<file path="src/rtl/mem_stage.sv">
// mem_stage: pipeline MEM stage driving a single-port data memory; MEM_TIMEOUT_EN adds a 15-cycle access timeout.
// Latency: 1 cycle for non-memory ops, 1 + N cycles for aligned loads/stores (N = WAIT cycles incl. the ack cycle).
// Backpressure: stall freezes upstream while an aligned access is launched or awaiting dmem_ack.
module mem_stage (
  input  logic        clk,
  input  logic        rst_n,
  input  logic [31:0] aluresult,
  input  logic [31:0] storedata,
  input  logic [4:0]  rd,
  input  logic        MemRead,
  input  logic        MemWrite,
  input  logic        MemtoReg,
  input  logic        RegWrite,
  output logic        dmem_req,
  output logic        dmem_we,
  output logic [31:0] dmem_addr,
  output logic [31:0] dmem_wdata,
  input  logic [31:0] dmem_rdata,
  input  logic        dmem_ack,
  output logic        stall,
  output logic [31:0] aluresultout,
  output logic [31:0] readdataout,
  output logic [4:0]  rdout,
  output logic        MemtoRegout,
  output logic        RegWriteout,
  output logic        misalign,
  output logic        dmem_err
);

  typedef enum logic {
    IDLE = 1'b0,
    WAIT = 1'b1
  } state_t;

  typedef struct packed {
    logic [31:0] addr;
    logic [31:0] wdata;
    logic        we;
    logic [4:0]  rd;
    logic        mtr;
    logic        rw;
  } mem_req_t;

  state_t   state;
  state_t   state_nxt;
  mem_req_t cap;

  logic memop;
  logic aligned;
  logic start;
  logic misop;
  logic pass;
  logic done;
  logic timeout;

  assign memop   = MemRead | MemWrite;
  assign aligned = (aluresult[1:0] == 2'b00);

`ifdef MEM_TIMEOUT_EN
  logic [3:0] wait_cnt;

  // Counts unacknowledged WAIT cycles; the 15th one without ack gives up.
  always_ff @(posedge clk or negedge rst_n) begin
    if (!rst_n) begin
      wait_cnt <= 4'd0;
    end else if (start) begin
      wait_cnt <= 4'd0;
    end else if (state == WAIT && !dmem_ack) begin
      wait_cnt <= wait_cnt + 4'd1;
    end
  end

  assign timeout = (state == WAIT) && !dmem_ack && (wait_cnt == 4'd14);

  always_ff @(posedge clk or negedge rst_n) begin
    if (!rst_n) begin
      dmem_err <= 1'b0;
    end else begin
      dmem_err <= timeout;
    end
  end
`else
  assign timeout  = 1'b0;
  assign dmem_err = 1'b0;
`endif

  always_ff @(posedge clk or negedge rst_n) begin
    if (!rst_n) begin
      state <= IDLE;
    end else begin
      state <= state_nxt;
    end
  end

  always_comb begin
    state_nxt = state;
    case (state)
      IDLE: if (memop && aligned) state_nxt = WAIT;
      WAIT: if (dmem_ack || timeout) state_nxt = IDLE;
      default: state_nxt = IDLE;
    endcase
  end

  // Gated by rst_n so stall and the request drop the instant reset asserts.
  always_comb begin
    stall    = 1'b0;
    dmem_req = 1'b0;
    dmem_we  = 1'b0;
    start    = 1'b0;
    misop    = 1'b0;
    pass     = 1'b0;
    done     = 1'b0;
    if (rst_n) begin
      case (state)
        IDLE: begin
          start = memop & aligned;
          misop = memop & ~aligned;
          pass  = ~memop;
          stall = memop & aligned;
        end
        WAIT: begin
          dmem_req = 1'b1;
          dmem_we  = cap.we;
          done     = dmem_ack;
          stall    = ~dmem_ack;
        end
        default: ;
      endcase
    end
  end

  assign dmem_addr  = cap.addr;
  assign dmem_wdata = cap.wdata;

  // MemWrite wins when both strobes are set, so a read+write is a store.
  always_ff @(posedge clk or negedge rst_n) begin
    if (!rst_n) begin
      cap <= '0;
    end else if (start) begin
      cap.addr  <= aluresult;
      cap.wdata <= storedata;
      cap.we    <= MemWrite;
      cap.rd    <= rd;
      cap.mtr   <= MemtoReg;
      cap.rw    <= RegWrite;
    end
  end

  always_ff @(posedge clk or negedge rst_n) begin
    if (!rst_n) begin
      aluresultout <= 32'd0;
      readdataout  <= 32'd0;
      rdout        <= 5'd0;
      MemtoRegout  <= 1'b0;
      RegWriteout  <= 1'b0;
    end else if (done) begin
      aluresultout <= cap.addr;
      rdout        <= cap.rd;
      MemtoRegout  <= cap.mtr;
      RegWriteout  <= cap.rw & ~cap.we;
      if (!cap.we) begin
        readdataout <= dmem_rdata;
      end
    end else if (pass) begin
      aluresultout <= aluresult;
      rdout        <= rd;
      MemtoRegout  <= MemtoReg;
      RegWriteout  <= RegWrite;
    end else begin
      // Launch, pending WAIT, timeout and misaligned ops all retire as bubbles.
      RegWriteout <= 1'b0;
    end
  end

  always_ff @(posedge clk or negedge rst_n) begin
    if (!rst_n) begin
      misalign <= 1'b0;
    end else begin
      misalign <= misop;
    end
  end

endmodule

</file>
<file path="config.mk">
export PLATFORM = sky130hd
export DESIGN_NAME = mem_stage
export DESIGN_NICKNAME = d
export VERILOG_FILES = /design/src/rtl/mem_stage.sv
export SDC_FILE = /design/constraint.sdc
export NUM_CORES = 1
export LEC_CHECK = 0
export CAP_MARGIN = 0
export CORE_ASPECT_RATIO = 1.5
export CORE_UTILIZATION = 44
export DETAILED_ROUTE_END_ITERATION = 10
export HOLD_SLACK_MARGIN = 0.05
export PLACE_DENSITY_LB_ADDON = 0.12
export SYNTH_ARGS = -nofsm -noshare
export SYNTH_HDL_FRONTEND = slang
export SYNTH_SLANG_ARGS = --single-unit
</file>
<file path="constraint.sdc">
create_clock -name clk -period 1.95 [get_ports clk]
set_clock_uncertainty 0.05 [all_clocks]
set_input_delay 0.39 -clock clk [delete_from_list [all_inputs] [get_ports clk]]
set_output_delay 0.39 -clock clk [all_outputs]
set_load 0.02 [all_outputs]
</file>
Word-level counts from Yosys, hierarchy flattened:

Index checks and enable logic that the tools add are counted.
Widths: inputs -> output; s select.

* shifts and indexed selects: 0
* multipliers: 0
* reductions and logical operators: 4
* equality and inequality tests: 0
* $add $sub $neg: 0
* multiplexer cells: 25
* bitwise logic cells: 9
* order comparisons: 0
* div/mod/pow operators: 0

Operators with widths (count)
* $mux 32: 2
* $mux 1: 19
* $mux 5: 2
* $not 1->1: 5
* $pmux 1 s2: 2
* $and 1x1->1: 3
* $logic_not 2->1: 1
* $reduce_and 2->1: 1
* $reduce_bool 2->1: 1
* $logic_and 1x1->1: 1
* $or 1x1->1: 1

* input port bits: 108
* latch bits: 0
* ROM bits: 0
* bits in writable memories: 0
* flip-flop bits (word level): 145
* memories kept: 0
* word-level logic and storage cells: 51
* output and inout port bits: 140

Logic depth before layout (Yosys ltp):

* depth after elaboration: 6
* gate-level depth with buffers: 5
* depth with buffers taken out: 3

Least setup slack after synthesis:

Ideal clock, no wire load.

* path kind: input-to-reg
* start: in MemWrite
* end: reg aluresultout[11]
* setup slack: 0.432 ns
* buffers on the path: 2
* arrival time: 1.350 ns
* setup time: 0.118 ns
* stages on the path: 5
* required time: 1.782 ns
* cell sequence: nor4b_2 -> nor2_1 -> buf_2 -> buf_1 -> a21o_1

* word-level cells in the longest chain between the ends: 5

RTL lines
* start: declaration: line 11 `input logic MemWrite,`
* $or 1x1->1: line 56 `assign memop = MemRead | MemWrite;`
* $not 1->1: line 118 `pass = ~memop;`
* $mux 1: line 114 `case (state)`
* $mux 1: line 113 `if (rst_n) begin`
* $reduce_bool 2->1 (no source line)
* end signal: assignment: line 157 `aluresultout <= cap.addr;`
* end signal: assignment: line 165 `aluresultout <= aluresult;`
* end: declaration: line 21 `output logic [31:0] aluresultout,`

Every way passes these cells.
A chain may end at the register's enable or synchronous reset.

Worst setup path after layout:

* start: in aluresult[1]
* end: out stall

* word-level cells in the longest chain between the ends: 4

RTL lines
* start: declaration: line 7 `input logic [31:0] aluresult,`
* $logic_not 2->1: line 57 `assign aligned = (aluresult[1:0] == 2'b00);`
* $and 1x1->1: line 119 `stall = memop & aligned;`
* $pmux 1 s2: line 114
* $mux 1: line 113
* end: declaration: line 20 `output logic stall,`

Every way passes these cells.

==> flow_summary.ini <==
[routing]
ant_nets = 0
avgViaCountPerCell = 5.09
drt-total-wl_um = 14900
firstDrtPassIters = 4
wl_per_cell_um = 18.7
vias = 4076
drcViolationCount = 0
dr.first_iter.drc_count = 93

[place]
port_buffers = 246
placedCellCount = 766
post_dp_cell_area_um2 = 8390
post-place-ws_ns = -0.501
gp_congestion = 0.736
hpwl_um = 10200

[logic_synthesis]
yosysWarnings = 0
synth-seq-cells = 145
syn-num-nets = 539
async_reset_ff_share_pct = 100
synth_seq_area_share_pct = 58.6
synth.avg_cell_area_um2 = 14.4
synth_edf_count = 0
syn_inst = 431
synth_flop_cell = dfrtp_1
synth.distinct_cells = 23
syn_area_um2 = 6190

[global_routing]
grt_pass1_wl_um = 23200
antenna_found_initial = 1
grt_pass1_vias = 4287
grt_overflow = 0
grt_usage_pct = 21.0
grt_max_degree = 101

[setup_path]
crit_family = buffers and inverters
r2r_start = state
r2r_setup_slack_ns = 0.19
critPathSlowestCell = clkdlybuf4s50_1
crit_fanout = 2
crit_chain = clkdlybuf4s50_1 > o41ai_2 > and2_1 > buf_6
r2r_end = aluresultout[26]
slowest_delay_ns = 0.43
rr_worst_depth = 5
startpoint_type = primary input
crit_path_end_kind = primary output
arrival_ns = 1.49
critical_path_required_ns = 1.51
worst-path-buf-inv = 2
path_class = in2out

[power_and_ir_drop]
p_per_area_nw_per_um2 = 1300
power_mw = 11.7
ir_drop_uv = 648
leakage_nw = 4.05

[sta]
period_share_pct = 98.8
fin_crit_ns = 1.93
max_slew_margin_pct = 59.2
final.hold.worst_slack_ns = -0.000872
worst_slew_pin_slew_ns = 0.610
finalSetupTns_ns = 0
hold_viol = 2
grt_setup_unrepaired = true
setup_ws_ns = 0.0225
setup_viol = 0
fmax_ghz = 0.519
slew_viol_final = 0

[clocking]
cts_tree = built
cts_max_level = 4
cts-root-buf = clkbuf_16
clock_sinks = 145
worstSkewPairLatency_ns = 0.41
path_clk_slew_ns = 0.06
numCtsBuffers = 17
cts.path.max_buffers = 2

[flow_run]
maxCapViolCount = 0

[finish]
fillCellCount = 1042
diodes = 0
finalNonFillerCells = 801
layout-drive-gt1-share_pct = 24.3
post-route-cell-area_um2 = 9020
nets = 734
syn2layout_area_growth_pct = 45.8
post-route-util_pct = 66.3

[floorplanning]
core_um2 = 13600
num_rows = 52
die_h_um = 147
start_util_pct = 45.5
die_w_um = 98.8
num_io_pins = 248
dieArea_um2 = 14500

[run_status]
violations = hold timing
outcome = finished, violations left

[worst_hold_path]
min_path_type = in2async
-- worst max-delay path by stage --
stage / to / startpoint / cells past startpoint
final: stall / aluresult[1] / 4
after global routing: stall / state / 3
after CTS: aluresultout[18] / state / 4
after detailed placement: stall / MemWrite / 5
after global placement: stall / MemWrite / 5
after floorplan: aluresultout[11] / MemWrite / 5
-- repair_timing --
| item | 4_1_cts | 5_1_grt |
|---|---|---|
| cloned | 0 | 1 |
| pin swaps | 2 | 2 |
| hold endpoints to repair | 5 | 0 |
| hold buffers | 1 | 0 |
| resized for setup | 7 | 3 |
| endpoints found under the setup margin | 4 | 39 |
| setup buffers | 0 | 1 |
-- power breakdown --
group          internal [mW]  leakage [nW]  total, mW  switching [mW]
logic                   2.21          2.01       4.09            1.87
clock network           2.02         0.273       3.27            1.25
registers               3.87          1.77       4.33           0.466
total                   8.10          4.05       11.7            3.59
-- synthesized netlist by cell type (3+ instances only) --
master,count,area (um2)
a22o_1,38,333
dfrtp_1,145,3630
nor2_1,3,11.3
buf_2,7,35.0
buf_4,65,488
mux2_2,101,1140
clkbuf_1,4,15.0
a21o_1,38,285
buf_6,11,124
-- layer usage --
metal,GRT usage [%],vias to the layer above,wire length [um]
met4,8.88,2,377
met2,35.9,157,7690
met3,7.47,26,1090
met5,0,-,13
met1,23.4,2038,5780
li1,-,1853,-
-- sequential cells by signal (all words and copies together) (netlist names), 5 cells and up --
name	count
rdout	5
aluresultout	32
dmem_wdata	32
dmem_addr	32
cap	8
readdataout	32
-- placed cells by master (no fill, tap or decap), types with 5 or more instances in the layout --
master,Yosys,layout
a21o_1,38,38
clkinvlp_4,0,5
mux2_2,101,101
clkbuf_16,0,17
a22o_1,38,38
dfrtp_1,145,145
buf_4,65,12
clkdlybuf4s50_1,0,242
buf_12,0,5
-- worst reg2reg max path, delay by kind of cell (launching register included) --
family,cells,cell delay (ns)
compound gates,2,0.27
buf+inv,2,0.56
flops,1,0.39
simple gates,1,0.42
-- logic make-up (layout without fill, tap and decap cells) --
kind of cell,Yosys count,count (layout),synth area share (%)
AO/OA/AOI/OAI,78,78,10.2
multiplexers,102,102,18.6
flip-flops,145,145,58.6
AND/OR/NAND/NOR,15,16,1.64
other,1,1,0.0606
buffers and inverters,90,297,10.9
-- layout make-up --
class	instances	area [um2]	share of cell area (%)
inverter	1	3.75	0.0416
sequential	145	3630	40.2
clock inverter	12	159	1.76
tap	162	203	2.25
multi-input combinational	197	1930	21.4
clock buffer	20	437	4.84
timing repair buffer	264	2660	29.5
Note: power is estimated with default switching activity, not from simulation.
==> variant: new RTL, config.mk and constraints unchanged <==
The option `MEM_TIMEOUT_EN` is turned on by a define.
--- a/src/rtl/mem_stage.sv
+++ b/src/rtl/mem_stage.sv
@@ -2,4 +2,6 @@
 // Latency: 1 cycle for non-memory ops, 1 + N cycles for aligned loads/stores (N = WAIT cycles incl. the ack cycle).
 // Backpressure: stall freezes upstream while an aligned access is launched or awaiting dmem_ack.
+`define MEM_TIMEOUT_EN
+
 module mem_stage (
   input  logic        clk,
Function: no difference found for any inputs over 4 cycles, from zero or initial values and one cycle with rst_n low; that may be too few to reach the edited logic, so the function may still have changed.
==> variant against the original RTL <==
The flow finishes with violations (negative setup slack). Routed wire length rose by 0.72%. Cell area increased by 3.5%. Power is 0.50% higher. Sequential share of layout area hardly changed. Sequential cell count increased by 5. Final cell count is 7.6% higher. Synthesized area increased by 3.7%. Count of clock-buffer cells in the layout fell by 3. Worst setup slack worse by 0.064 ns.
==> variant: results <==
group,metric,value,unit
cells_and_area,n_sequential_cell,150,
synthesis,ys_types,32,
critical_path,crit_family,"simple AND/OR/NAND/NOR gates",
synthesis,seq_area_frac_synth,58.5,%
global_route,grt_util_all_layers,20.6,%
cells_and_area,clockBufferCount,17,
cells_and_area,seq_area_share,40.2,%
cells_and_area,layout-drive-gt1-share,21.5,%
placement,numPortBuffers,247,
cells_and_area,area_share_clock_buf_inv,5.95,%
critical_path,worst_setup_path_startpoint,"aluresult[0]",
cells_and_area,layout.filler_cells,1109,
pwr,power.sequential.total,4.52,mW
cells_and_area,num-multi-input-gates,217,
critical_path,r2r_setup_slack,0.16,ns
cts,cts-hold-fix-buffers,2,
status,outcome,"finished, violations left",
critical_path,r2r-end,"aluresultout[2]$_DFFE_PN0P_",
synthesis,synth.top_cells.by_area,"sky130_fd_sc_hd__dfrtp_1 58%, sky130_fd_sc_hd__mux2_2 14%, sky130_fd_sc_hd__buf_4 7.5%",
cells_and_area,layout.non_clock_inverters,2,
pwr,p_leak,4.23,nW
critical_path,cp_slowest_cell,"sky130_fd_sc_hd__or4_4",
status,violations,"negative setup slack",
pwr,p_comb_share,34.9,%
pwr,power.net_switching,3.65,mW
detailed_routing,detailroute.via_count,4298,
placement,global_placer_s_final_weighted_congestion,0.766,
global_route,grt_pass1_wl,23700,um
timing,fin_ws,-0.0419,ns
synthesis,synth_common_cells,"150 x sky130_fd_sc_hd__dfrtp_1, 81 x sky130_fd_sc_hd__mux2_2, 64 x sky130_fd_sc_hd__buf_4",
placement,placement.cell_area,0.00873,mm^2
detailed_routing,drt_iter0_markers,127,
cells_and_area,area.growth.synth_to_final,45.4,%
cells_and_area,share_of_cell_area_taken_by_multi_input_logic_gates,22.1,%
cells_and_area,finalNonFillerCells,862,
critical_path,timing.critical_path.arrival,1.55,ns
timing,finalSetupViolations,1,
synthesis,synth_area_per_cell,14.1,um^2
cells_and_area,final_nets,770,
synthesis,mappedNetlistNets,566,
cells_and_area,postLayoutCellArea,0.00933,mm^2
## variant: changes by cell type after synthesis, sizes merged, moves of 2 or more
cell / delta
ha: +2
a21oi: +2
buf: -2
nor2: +4
nand2: +3
nand3: +2
dfrtp: +5
## variant: routing by layer
layer / up-vias / share of wire (%) / GRT usage (%)
li1: 1962 / - / -
met1: 2160 / 39 / 22.8
met2: 166 / 52 / 36.7
met3: 10 / 8.1 / 7.75
met4: 0 / 0.84 / 5.94
met5: - / 0 / 0
## variant: logic make-up (layout without fill, tap and decap cells)
| kind of cell | Yosys count | count (layout) | synth area share [%] |
|---|---|---|---|
| simple gates | 29 | 30 | 2.89 |
| xor+xnor | 2 | 2 | 0.273 |
| buf+inv | 90 | 303 | 9.98 |
| fa+ha+maj | 2 | 2 | 0.390 |
| mux | 102 | 102 | 17.9 |
| flops | 150 | 150 | 58.5 |
| compound gates | 81 | 81 | 10.1 |
## variant: worst min path at each step
stage / startpoint / endpoint / slack (ns) / cells past startpoint
after CTS: rst_n / cap[7]$_DFFE_PN0P_ / 0.11 / 3
final: rst_n / cap[7]$_DFFE_PN0P_ / 0.11 / 3
after global placement: rst_n / state$_DFF_PN0_ / 0.38 / 2
after detailed placement: rst_n / state$_DFF_PN0_ / 0.38 / 2
after global routing: rst_n / cap[7]$_DFFE_PN0P_ / 0.14 / 3
after floorplan: rst_n / MemtoRegout$_DFFE_PN0P_ / 0.04 / 0
## variant: metrics by stage
stage | hold WS [ns] | setup slack (ns)
finish | 0.107 | -0.0419
global route | 0.137 | -0.102
CTS | 0.112 | -0.154
detailed placement | 0.378 | -0.614
global placement | 0.376 | -0.584
floorplan | 0.0444 | 0.140
